--- config.mk ---
export PLATFORM = sky130hd
export DESIGN_NAME = bram_req_adapter_flat
export DESIGN_NICKNAME = d
export VERILOG_FILES = /design/src/rtl/bram_req_adapter_if.sv /design/src/rtl/bram_req_adapter.sv /design/src/flat_wrapper.sv
export SDC_FILE = /design/constraint.sdc
export NUM_CORES = 1
export LEC_CHECK = 0
export BUFFER_PORTS_ARGS = -buffer_cell sky130_fd_sc_hd__buf_2
export CAP_MARGIN = 20
export CORE_MARGIN = 5
export CORE_UTILIZATION = 42
export DETAILED_ROUTE_END_ITERATION = 7
export GPL_TIMING_DRIVEN = 0
export MAX_ROUTING_LAYER = met4
export PLACE_DENSITY = 0.74
export SLEW_MARGIN = 30
export SYNTH_ARGS = -nofsm -noshare
export SYNTH_HDL_FRONTEND = slang
export SYNTH_SLANG_ARGS = --single-unit
--- constraint.sdc ---
create_clock -name Clk_CI -period 7 [get_ports Clk_CI]
set_clock_uncertainty 0.15 [all_clocks]
set_input_delay 1.05 -clock Clk_CI [delete_from_list [all_inputs] [get_ports Clk_CI]]
set_output_delay 1.05 -clock Clk_CI [all_outputs]
set_load 0.005 [all_outputs]
--- src/rtl/bram_req_adapter_if.sv ---
// BramPort: single-port BRAM access bundle shared by the request adapter and the BRAM.
interface BramPort #(
    parameter int unsigned DATA_BITW = 32,
    parameter int unsigned ADDR_BITW = 32
);
    logic                   Clk_C;
    logic                   Rst_R;
    logic                   En_S;
    logic [DATA_BITW/8-1:0] WrEn_S;
    logic [ADDR_BITW-1:0]   Addr_S;
    logic [DATA_BITW-1:0]   Wr_D;
    logic [DATA_BITW-1:0]   Rd_D;

    modport Master (
        output Clk_C, Rst_R, En_S, WrEn_S, Addr_S, Wr_D,
        input  Rd_D
    );

    modport Slave (
        input  Clk_C, Rst_R, En_S, WrEn_S, Addr_S, Wr_D,
        output Rd_D
    );
endinterface

--- src/rtl/bram_req_adapter.sv ---
// Valid/ready request stream to BramPort adapter with credit-guarded response FIFO.
// Define BRAM_REQ_ADAPTER_WR_ACK_EN to make writes return a zero-data acknowledge response.
module bram_req_adapter #(
    parameter int unsigned DATA_BITW  = 32,
    parameter int unsigned ADDR_BITW  = 32,
    parameter int unsigned RD_LAT     = 1,
    parameter int unsigned RESP_DEPTH = 4
) (
    input  logic                   Clk_CI,
    input  logic                   Rst_RBI,
    input  logic                   Req_Valid_SI,
    output logic                   Req_Ready_SO,
    input  logic                   Req_Wr_SI,
    input  logic [ADDR_BITW-1:0]   Req_Addr_DI,
    input  logic [DATA_BITW-1:0]   Req_Wdata_DI,
    input  logic [DATA_BITW/8-1:0] Req_Be_SI,
    output logic                   Resp_Valid_SO,
    input  logic                   Resp_Ready_SI,
    output logic [DATA_BITW-1:0]   Resp_Rdata_DO,
    BramPort.Master                Bram_PM
);

    localparam int unsigned BE_BITW   = DATA_BITW / 8;
    localparam int unsigned OFFS_BITW = $clog2(BE_BITW);
    localparam int unsigned PTR_BITW  = (RESP_DEPTH > 1) ? $clog2(RESP_DEPTH) : 1;
    localparam int unsigned CNT_BITW  = $clog2(RESP_DEPTH + 1);
    localparam logic [ADDR_BITW-1:0] ADDR_MASK =
        ~ADDR_BITW'((64'd1 << OFFS_BITW) - 64'd1);

    logic                 w_acc;
    logic                 w_gen;
    logic                 w_push;
    logic                 w_pop;
    logic                 w_resp_valid;
    logic [DATA_BITW-1:0] w_push_data;
    logic [CNT_BITW-1:0]  w_cnt_nxt;
    logic [CNT_BITW-1:0]  w_fifo_cnt_nxt;

    logic [CNT_BITW-1:0]  r_cnt;
    logic [RD_LAT-1:0]    r_pipe_vld;
    logic [RD_LAT-1:0]    r_pipe_rd;
    logic [PTR_BITW-1:0]  r_wr_ptr;
    logic [PTR_BITW-1:0]  r_rd_ptr;
    logic [CNT_BITW-1:0]  r_fifo_cnt;
    logic [DATA_BITW-1:0] r_mem [RESP_DEPTH];

    function automatic logic [PTR_BITW-1:0] ptr_inc(input logic [PTR_BITW-1:0] p);
        return (p == PTR_BITW'(RESP_DEPTH - 1)) ? '0 : p + 1'b1;
    endfunction

    assign Req_Ready_SO = Rst_RBI & (r_cnt != CNT_BITW'(RESP_DEPTH));
    assign w_acc        = Req_Valid_SI & Req_Ready_SO;

`ifdef BRAM_REQ_ADAPTER_WR_ACK_EN
    assign w_gen = w_acc;
`else
    assign w_gen = w_acc & ~Req_Wr_SI;
`endif

    assign Bram_PM.Clk_C  = Clk_CI;
    assign Bram_PM.Rst_R  = 1'b0;
    assign Bram_PM.En_S   = w_acc;
    assign Bram_PM.WrEn_S = (w_acc & Req_Wr_SI) ? Req_Be_SI : '0;
    assign Bram_PM.Addr_S = Req_Addr_DI & ADDR_MASK;
    assign Bram_PM.Wr_D   = Req_Wdata_DI;

    // The tail stage lines up with the cycle in which Rd_D holds the data for that request.
    assign w_push      = r_pipe_vld[RD_LAT-1];
    assign w_push_data = r_pipe_rd[RD_LAT-1] ? Bram_PM.Rd_D : '0;

    assign w_resp_valid  = Rst_RBI & (r_fifo_cnt != '0);
    assign w_pop         = w_resp_valid & Resp_Ready_SI;
    assign Resp_Valid_SO = w_resp_valid;
    assign Resp_Rdata_DO = r_mem[r_rd_ptr];

    always_comb begin
        w_cnt_nxt      = r_cnt;
        w_fifo_cnt_nxt = r_fifo_cnt;
        if (w_gen && !w_pop) begin
            w_cnt_nxt = r_cnt + 1'b1;
        end else if (!w_gen && w_pop) begin
            w_cnt_nxt = r_cnt - 1'b1;
        end
        if (w_push && !w_pop) begin
            w_fifo_cnt_nxt = r_fifo_cnt + 1'b1;
        end else if (!w_push && w_pop) begin
            w_fifo_cnt_nxt = r_fifo_cnt - 1'b1;
        end
    end

    always_ff @(posedge Clk_CI) begin
        if (!Rst_RBI) begin
            r_cnt      <= '0;
            r_pipe_vld <= '0;
            r_pipe_rd  <= '0;
            r_wr_ptr   <= '0;
            r_rd_ptr   <= '0;
            r_fifo_cnt <= '0;
        end else begin
            r_cnt         <= w_cnt_nxt;
            r_fifo_cnt    <= w_fifo_cnt_nxt;
            r_pipe_vld[0] <= w_gen;
            r_pipe_rd[0]  <= ~Req_Wr_SI;
            for (int i = 1; i < RD_LAT; i++) begin
                r_pipe_vld[i] <= r_pipe_vld[i-1];
                r_pipe_rd[i]  <= r_pipe_rd[i-1];
            end
            if (w_push) begin
                r_wr_ptr <= ptr_inc(r_wr_ptr);
            end
            if (w_pop) begin
                r_rd_ptr <= ptr_inc(r_rd_ptr);
            end
        end
    end

    // Storage is not reset; the pointers alone define occupancy.
    always_ff @(posedge Clk_CI) begin
        if (Rst_RBI && w_push) begin
            r_mem[r_wr_ptr] <= w_push_data;
        end
    end

endmodule

--- src/flat_wrapper.sv ---
// flat-port wrapper written by rule: the top's interface ports become plain ports
module bram_req_adapter_flat 
#(
    parameter int unsigned DATA_BITW  = 32,
    parameter int unsigned ADDR_BITW  = 32,
    parameter int unsigned RD_LAT     = 1,
    parameter int unsigned RESP_DEPTH = 4
)
  (Clk_CI, Rst_RBI, Req_Valid_SI, Req_Ready_SO, Req_Wr_SI, Req_Addr_DI, Req_Wdata_DI, Req_Be_SI, Resp_Valid_SO, Resp_Ready_SI, Resp_Rdata_DO, Bram_PM_Clk_C, Bram_PM_Rst_R, Bram_PM_En_S, Bram_PM_WrEn_S, Bram_PM_Addr_S, Bram_PM_Wr_D, Bram_PM_Rd_D);
  BramPort #(.DATA_BITW(DATA_BITW), .ADDR_BITW(ADDR_BITW)) Bram_PM_i ();
  input  logic Clk_CI;
  input  logic Rst_RBI;
  input  logic Req_Valid_SI;
  output logic Req_Ready_SO;
  input  logic Req_Wr_SI;
  input  logic [ADDR_BITW-1:0] Req_Addr_DI;
  input  logic [DATA_BITW-1:0] Req_Wdata_DI;
  input  logic [DATA_BITW/8-1:0] Req_Be_SI;
  output logic Resp_Valid_SO;
  input  logic Resp_Ready_SI;
  output logic [DATA_BITW-1:0] Resp_Rdata_DO;
  output wire logic [$bits(Bram_PM_i.Clk_C)-1:0] Bram_PM_Clk_C;
  output wire logic [$bits(Bram_PM_i.Rst_R)-1:0] Bram_PM_Rst_R;
  output wire logic [$bits(Bram_PM_i.En_S)-1:0] Bram_PM_En_S;
  output wire logic [$bits(Bram_PM_i.WrEn_S)-1:0] Bram_PM_WrEn_S;
  output wire logic [$bits(Bram_PM_i.Addr_S)-1:0] Bram_PM_Addr_S;
  output wire logic [$bits(Bram_PM_i.Wr_D)-1:0] Bram_PM_Wr_D;
  input wire logic [$bits(Bram_PM_i.Rd_D)-1:0] Bram_PM_Rd_D;
  assign Bram_PM_Clk_C = Bram_PM_i.Clk_C;
  assign Bram_PM_Rst_R = Bram_PM_i.Rst_R;
  assign Bram_PM_En_S = Bram_PM_i.En_S;
  assign Bram_PM_WrEn_S = Bram_PM_i.WrEn_S;
  assign Bram_PM_Addr_S = Bram_PM_i.Addr_S;
  assign Bram_PM_Wr_D = Bram_PM_i.Wr_D;
  assign Bram_PM_i.Rd_D = Bram_PM_Rd_D;
  bram_req_adapter #(.DATA_BITW(DATA_BITW), .ADDR_BITW(ADDR_BITW), .RD_LAT(RD_LAT), .RESP_DEPTH(RESP_DEPTH)) u_core (.Clk_CI(Clk_CI), .Rst_RBI(Rst_RBI), .Req_Valid_SI(Req_Valid_SI), .Req_Ready_SO(Req_Ready_SO), .Req_Wr_SI(Req_Wr_SI), .Req_Addr_DI(Req_Addr_DI), .Req_Wdata_DI(Req_Wdata_DI), .Req_Be_SI(Req_Be_SI), .Resp_Valid_SO(Resp_Valid_SO), .Resp_Ready_SI(Resp_Ready_SI), .Resp_Rdata_DO(Resp_Rdata_DO), .Bram_PM(Bram_PM_i));
endmodule
==> results by group, run 1 <==
Yosys
  • Synth Area in Simple Gates: 5.46%
  • Yosys Warn Count: 0
  • Largest family of logic cells by synthesized area: multiplexers
  • Post-synthesis sequential area ratio: 67.7%
  • Complex-gate fraction of the synthesized area: 1.33%
  • Post-Syn Instances: 339
  • Library cells used by synthesis: 28
  • Synth Cell Area: 6090 µm²
  • Average size of a mapped cell: 18.0 µm²
  • Post-Synth XOR/XNOR Area: 0.575%
  • Adder and majority gate portion of the synthesized area: 2.09%
  • Post-synthesis mux area share: 12.6%
  • Count of state elements after synthesis: 142

CTS
  • Cts hold-fix bufs: 0
  • Setup bufs post-CTS: 0
  • Clk slew on worst S/H paths: 0.06 ns
  • CTS tree: done
  • CTS resizes: 0
  • Worst skew pair latency: 0.52 ns

Pwr
  • Sw Pwr: 0.469 mW
  • Pwr Density: 284 nW/µm²
  • Sequential fraction of design power: 43.1%
  • Logic pwr share: 13.2%
  • Clk pwr share: 43.8%
  • Worst vdd ir: 192 µV
  • Pleak: 3.08 nW
  • Switch share: 21.2%
  • Pint: 1.75 mW
  • Total power: 2.21 mW

Setup path
  • CP startpoint: Clk_CI
  • Reg2reg start: u_core.r_fifo_cnt[2]
  • Worst path max stage delay: 0.13 ns
  • CP Capture Type: primary output
  • CP max-delay cell: clkbuf_16
  • Crit path top cell by count: clkbuf_16
  • Critical path arrival: 3.98 ns
  • CP Max Fanout: 2
  • Startpoint Class: clock port
  • WS Path Type: clk2out
  • WP data required: 5.80 ns
  • CP cell instances: clkbuf_16 -> clkbuf_16 -> buf_4 -> buf_2

Floorplan
  • Standard-cell rows: 44
  • Die area: 17000 µm²
  • Initial Util: 42.4%
  • CORE AREA: 14400 µm²
  • # IOs: 210
  • Die Ht: 130 µm
  • Die width: 130 µm

STA
  • Fin. Hold Viols: 0
  • Final setup violation count: 0
  • Worst Hold Margin: 0.355 ns
  • Final Max Tran Viols: 0
  • RSZ-0062 raised after global routing: no
  • Setup Total Neg Slack: 0 ns

Route
  • DR iter-0 viols: 177
  • Drc violations: 0
  • Final WL: 13100 µm
  • Drt pass-1 iters: 5
  • Drt wl/cell: 18.6 µm
  • Vias: 3378
  • Antenna Nets Post-Route: 0
  • Vias per cell: 4.79

Cells and area
  • Post-layout util: 54.2%
  • Area of the multi-input gates: 1360 µm²
  • Area Growth Syn to Fin: 27.9%
  • Fin nets: 623
  • Antenna diode count: 0
  • Fraction of layout cells with a size suffix above 1: 54.7%
  • FF+latch area: 4120 µm²
  • FILL cells: 1157

Place
  • Placed wire-length estimate: 9450 µm
  • Buffers on Ports: 142
  • Final Wtd Congestion: 0.811

Global route
  • Global-route wire length before repair: 19600 µm
  • Largest net degree at the start of global routing: 23
  • GRT overflow: 0
  • Initial antenna violation count: 0
  • Vias in the first global route: 3804
  • Global-route usage over all layers: 16.4%

Flow run
  • Max-Cap Viols: 0

Outcome
  • Status: finished, final reports clean

Min path
  • Worst Min Path Start: u_core.r_rd_ptr[0]
  • HP Class: reg2reg
layout make-up:
| class | count | share of cell area [%] |
|---|---|---|
| sequential | 142 | 52.9 |
| multi-input combinational | 116 | 17.5 |
| timing repair buffer | 145 | 10.3 |
| buffer | 77 | 7.66 |
| clock buffer | 21 | 6.49 |
| tap | 184 | 2.95 |
| clock inverter | 14 | 1.94 |
| inverter | 6 | 0.289 |
Yosys cell counts, drive strengths merged:
master	count	area, µm²
or3	2	12.5
and2	34	213
xnor2	2	17.5
and3	8	50.1
o311a	1	10.0
nor2b	7	43.8
buf	73	582
o31ai	1	7.51
nand3	2	10.0
mux4	32	728
o311ai	1	16.3
inv	6	22.5
conb	1	3.75
a21boi	2	15.0
dfxtp	14	280
fa	2	40.0
o21ai	3	15.0
edfxtp	128	3840
ha	7	87.6
clkbuf	4	15.0
xor2	2	17.5
o31a	2	17.5
mux2i	4	40.0
nor2	1	3.75
per-stage QoR:
step                setup WS (ns)  std cells  cell area (µm²)
floorplan                    2.19        341             6100
global placement             2.09        667             7040
detailed placement           2.09        671             7140
CTS                          1.82        705             7790
global route                 1.81        705             7790
finish                       1.82        705             7790
layer usage:
metal  vias to the layer above  GRT usage [%]  wire length [µm]  part of all wire [%]
met5                         -              -                 0                     0
li1                       1554              -                 -                     -
met4                         0           7.14               241                   1.8
met3                        17           5.12               866                   6.6
met1                      1649           18.6              5110                    39
met2                       158           27.1              6870                    52
power by group through the flow:
stage	Clock [mW]	Combinational, mW	Sequential (mW)
floorplan	0.00926	0.197	0.967
CTS	0.993	0.299	0.954
global placement	0.0139	0.292	0.970
global route	1.04	0.320	0.956
finish	0.969	0.292	0.954
detailed placement	0.0139	0.298	0.971
registers in the layout (all words and copies together) (netlist names), named ones only:
name	count
u_core.r_cnt	3
u_core.r_fifo_cnt	3
u_core.r_mem	128
u_core.r_pipe_rd	1
u_core.r_pipe_vld	1
u_core.r_rd_ptr	2
u_core.r_wr_ptr	2
placed cells by master, fill, tap and decap left out, drive strengths merged:
cell / netlist / routed
dfxtp: 14 / 14
or3: 2 / 2
xor2: 2 / 2
bufinv: 0 / 3
o31ai: 1 / 1
clkinvlp: 0 / 1
mux2i: 4 / 4
and2: 34 / 34
nor2b: 7 / 7
ha: 7 / 7
clkinv: 0 / 10
and3: 8 / 8
conb: 1 / 3
clkbuf: 4 / 24
o311ai: 1 / 1
nand3: 2 / 2
mux4: 32 / 32
o31a: 2 / 2
xnor2: 2 / 2
o21ai: 3 / 3
edfxtp: 128 / 128
fa: 2 / 2
buf: 73 / 219
a21boi: 2 / 2
inv: 6 / 6
nor2: 1 / 1
o311a: 1 / 1
path summary, 6_finish.rpt:
check,slack (ns),to,cells past startpoint
max,1.82,Bram_PM_Clk_C,4
min,0.35,u_core.r_rd_ptr[0],1
max reg2reg,4.59,u_core.r_fifo_cnt[2],7
min reg2reg,0.35,u_core.r_rd_ptr[0],1
cells by family (layout without fill, tap and decap cells):
| logic type | after synthesis | after routing |
|---|---|---|
| AOI/OAI and AO/OA | 10 | 10 |
| and+or+nand+nor | 54 | 54 |
| adders and majority gates | 9 | 9 |
| xor gates and xnor gates | 4 | 4 |
| other | 1 | 3 |
| DFF | 142 | 142 |
| muxes | 36 | 36 |
| buffers and inverters | 83 | 263 |
critical path, delay by kind of cell:
family   cells  cell delay (ns)
buf+inv      4             0.48
Note: power is estimated with default switching activity, not from simulation.
==> run 2, diff against run 1 <==
--- a/config.mk
+++ b/config.mk
@@ -12,7 +12,7 @@
 export DETAILED_ROUTE_END_ITERATION = 7
 export GPL_TIMING_DRIVEN = 0
 export MAX_ROUTING_LAYER = met4
-export PLACE_DENSITY = 0.74
+export PLACE_DENSITY = 0.77
 export SLEW_MARGIN = 30
 export SYNTH_ARGS = -nofsm -noshare
 export SYNTH_HDL_FRONTEND = slang
==> constraint.sdc (replaced) <==
create_clock -name Clk_CI -period 4.6 [get_ports Clk_CI]
set_clock_uncertainty 0.15 [all_clocks]
set_input_delay 0.69 -clock Clk_CI [delete_from_list [all_inputs] [get_ports Clk_CI]]
set_output_delay 0.69 -clock Clk_CI [all_outputs]
set_load 0.005 [all_outputs]
==> results by group, run 2 (synthesized netlist as in run 1, its figures left out) <==
Cells and area
  • Antenna diode count: 0 (unchanged)
  • Most flops, register: u_core.r_mem
  • FILL cells: 1128 (-2.5%)
  • Biggest regs: u_core.r_mem: 128 flops, u_core.r_cnt: 3 flops, u_core.r_fifo_cnt: 3 flops
  • Area Growth Syn to Fin: 28.4%
  • Commonest non-fill, non-tap cell in the layout: buf_2
  • Fraction of layout cells with a size suffix above 1: 55.0% (+0.28 points)
  • Most frequent cells in the layout: buf_2, edfxtp_1, buf_4
  • Fin nets: 623 (unchanged)
  • Max reg flops: 128 (unchanged)

Pwr
  • Clk pwr share: 45.2% (+1.4 points)
  • Pwr Density: 442 nW/µm² (+56%)
  • Worst vdd ir: 308 µV (+61%)
  • Pleak: 3.07 nW (-0.16%)
  • Sw Pwr: 0.738 mW (+58%)
  • Switch share: 21.3% (+0.19 points)
  • Total power: 3.46 mW (+56%)
  • Pint: 2.72 mW (+56%)
  • Sequential fraction of design power: 42.0% (-1.1 points)
  • Logic pwr share: 12.8% (-0.4 points)

Route
  • Drt pass-1 iters: 4 (-1)
  • Vias per cell: 4.86 (+1.4%)
  • Drc violations: 0 (unchanged)
  • Vias: 3430 (+1.5%)
  • Antenna Nets Post-Route: 0 (unchanged)
  • Drt wl/cell: 18.6 µm (about the same)
  • Final WL: 13100 µm (about the same)
  • DR iter-0 viols: 180 (+1.7%)

Floorplan
  • Die area: 17000 µm² (unchanged)
  • Standard-cell rows: 44 (unchanged)
  • Die width: 130 µm (unchanged)
  • # IOs: 210 (unchanged)
  • CORE AREA: 14400 µm² (unchanged)
  • Die Ht: 130 µm (unchanged)
  • Initial Util: 42.4% (unchanged)

CTS
  • Setup bufs post-CTS: 0 (unchanged)
  • Cts hold-fix bufs: 0 (unchanged)
  • Worst skew pair latency: 0.53 ns (about the same)
  • CTS tree: done
  • Clk slew on worst S/H paths: 0.06 ns (about the same)
  • CTS resizes: 0 (unchanged)

Place
  • Buffers on Ports: 142 (unchanged)
  • Final Wtd Congestion: 0.763 (-5.8%)
  • Placed wire-length estimate: 9450 µm (about the same)

Setup path
  • Critical path arrival: 2.78 ns (-1.20 ns)
  • Family with the most delay on the worst path: buffers and inverters
  • CP cell instances: clkbuf_16 -> clkbuf_16 -> buf_4 -> buf_2
  • CP max-delay cell: clkbuf_16
  • Startpoint Class: clock port
  • Worst path max stage delay: 0.13 ns (about the same)
  • WS Path Type: clk2out
  • Worst path bufs/invs: 4 (unchanged)
  • Crit path top cell by count: clkbuf_16
  • CP Max Fanout: 2 (unchanged)
  • WP data required: 3.76 ns (-2.04 ns)
  • CP Capture Type: primary output

Min path
  • HP Class: in2reg

Global route
  • Initial antenna violation count: 0 (unchanged)
  • Vias in the first global route: 3754 (-1.3%)
  • GRT overflow: 0 (unchanged)
  • Global-route wire length before repair: 19700 µm (+0.67%)
  • Global-route usage over all layers: 16.5% (+0.099 points)
  • Largest net degree at the start of global routing: 25 (+8.7%)

STA
  • Worst-Margin Slew: 0.502 ns
  • Worst Hold Margin: 0.275 ns (-0.0799 ns)
  • RSZ-0062 raised after global routing: no
  • Setup Total Neg Slack: 0 ns (unchanged)
  • Slew headroom: 66.5%
  • Fin. Hold Viols: 0 (unchanged)
  • Final Max Tran Viols: 0 (unchanged)
  • Final setup violation count: 0 (unchanged)

Flow run
  • Max-Cap Viols: 0 (unchanged)

Outcome
  • Status: finished, final reports clean
run 2: layout make-up:
class | instances | area [µm²] | area share (%)
sequential | 142 | 4120 | 52.7
inverter | 6 | 22.5 | 0.288
buffer | 77 | 597 | 7.63
timing repair buffer | 145 | 786 | 10.0
multi-input combinational | 116 | 1360 | 17.4
clock buffer | 21 | 505 | 6.46
tap | 184 | 230 | 2.94
clock inverter | 15 | 196 | 2.51
run 2: worst paths after layout:
| check | startpoint | end | slack [ns] | depth (start not counted) |
|---|---|---|---|---|
| setup / recovery | Clk_CI | Bram_PM_Clk_C | 0.98 | 4 |
| hold / removal | Req_Wr_SI | u_core.r_pipe_rd | 0.27 | 2 |
| setup reg to reg | u_core.r_fifo_cnt[1] | u_core.r_fifo_cnt[2] | 2.14 | 7 |
| hold reg to reg | u_core.r_rd_ptr[0] | u_core.r_rd_ptr[0] | 0.36 | 1 |
run 2: through the flow:
step,utilization (%),area (µm²),std cells,setup slack [ns]
after floorplan,-,6100,341,1.35
after global placement,49.0,7040,667,1.25
after detailed placement,49.6,7130,671,1.25
after CTS,54.4,7820,706,0.980
after global routing,54.4,7820,706,0.972
final,54.4,7820,706,0.985
run 2: layer usage:
layer | up-vias | track usage [%] | wire length [µm]
li1 | 1558 | - | -
met1 | 1685 | 17.8 | 4770
met2 | 173 | 28.2 | 7140
met3 | 14 | 5.93 | 1030
met4 | 0 | 6.05 | 164
met5 | - | - | 0
run 2: power groups by stage:
stage	Combinational [mW]	Sequential, mW	Clock, mW
6_report	0.444	1.45	1.56
4_1_cts	0.456	1.45	1.59
3_3_place_gp	0.442	1.48	0.0211
2_1_floorplan	0.300	1.47	0.0141
5_1_grt	0.487	1.45	1.66
3_5_place_dp	0.453	1.48	0.0211
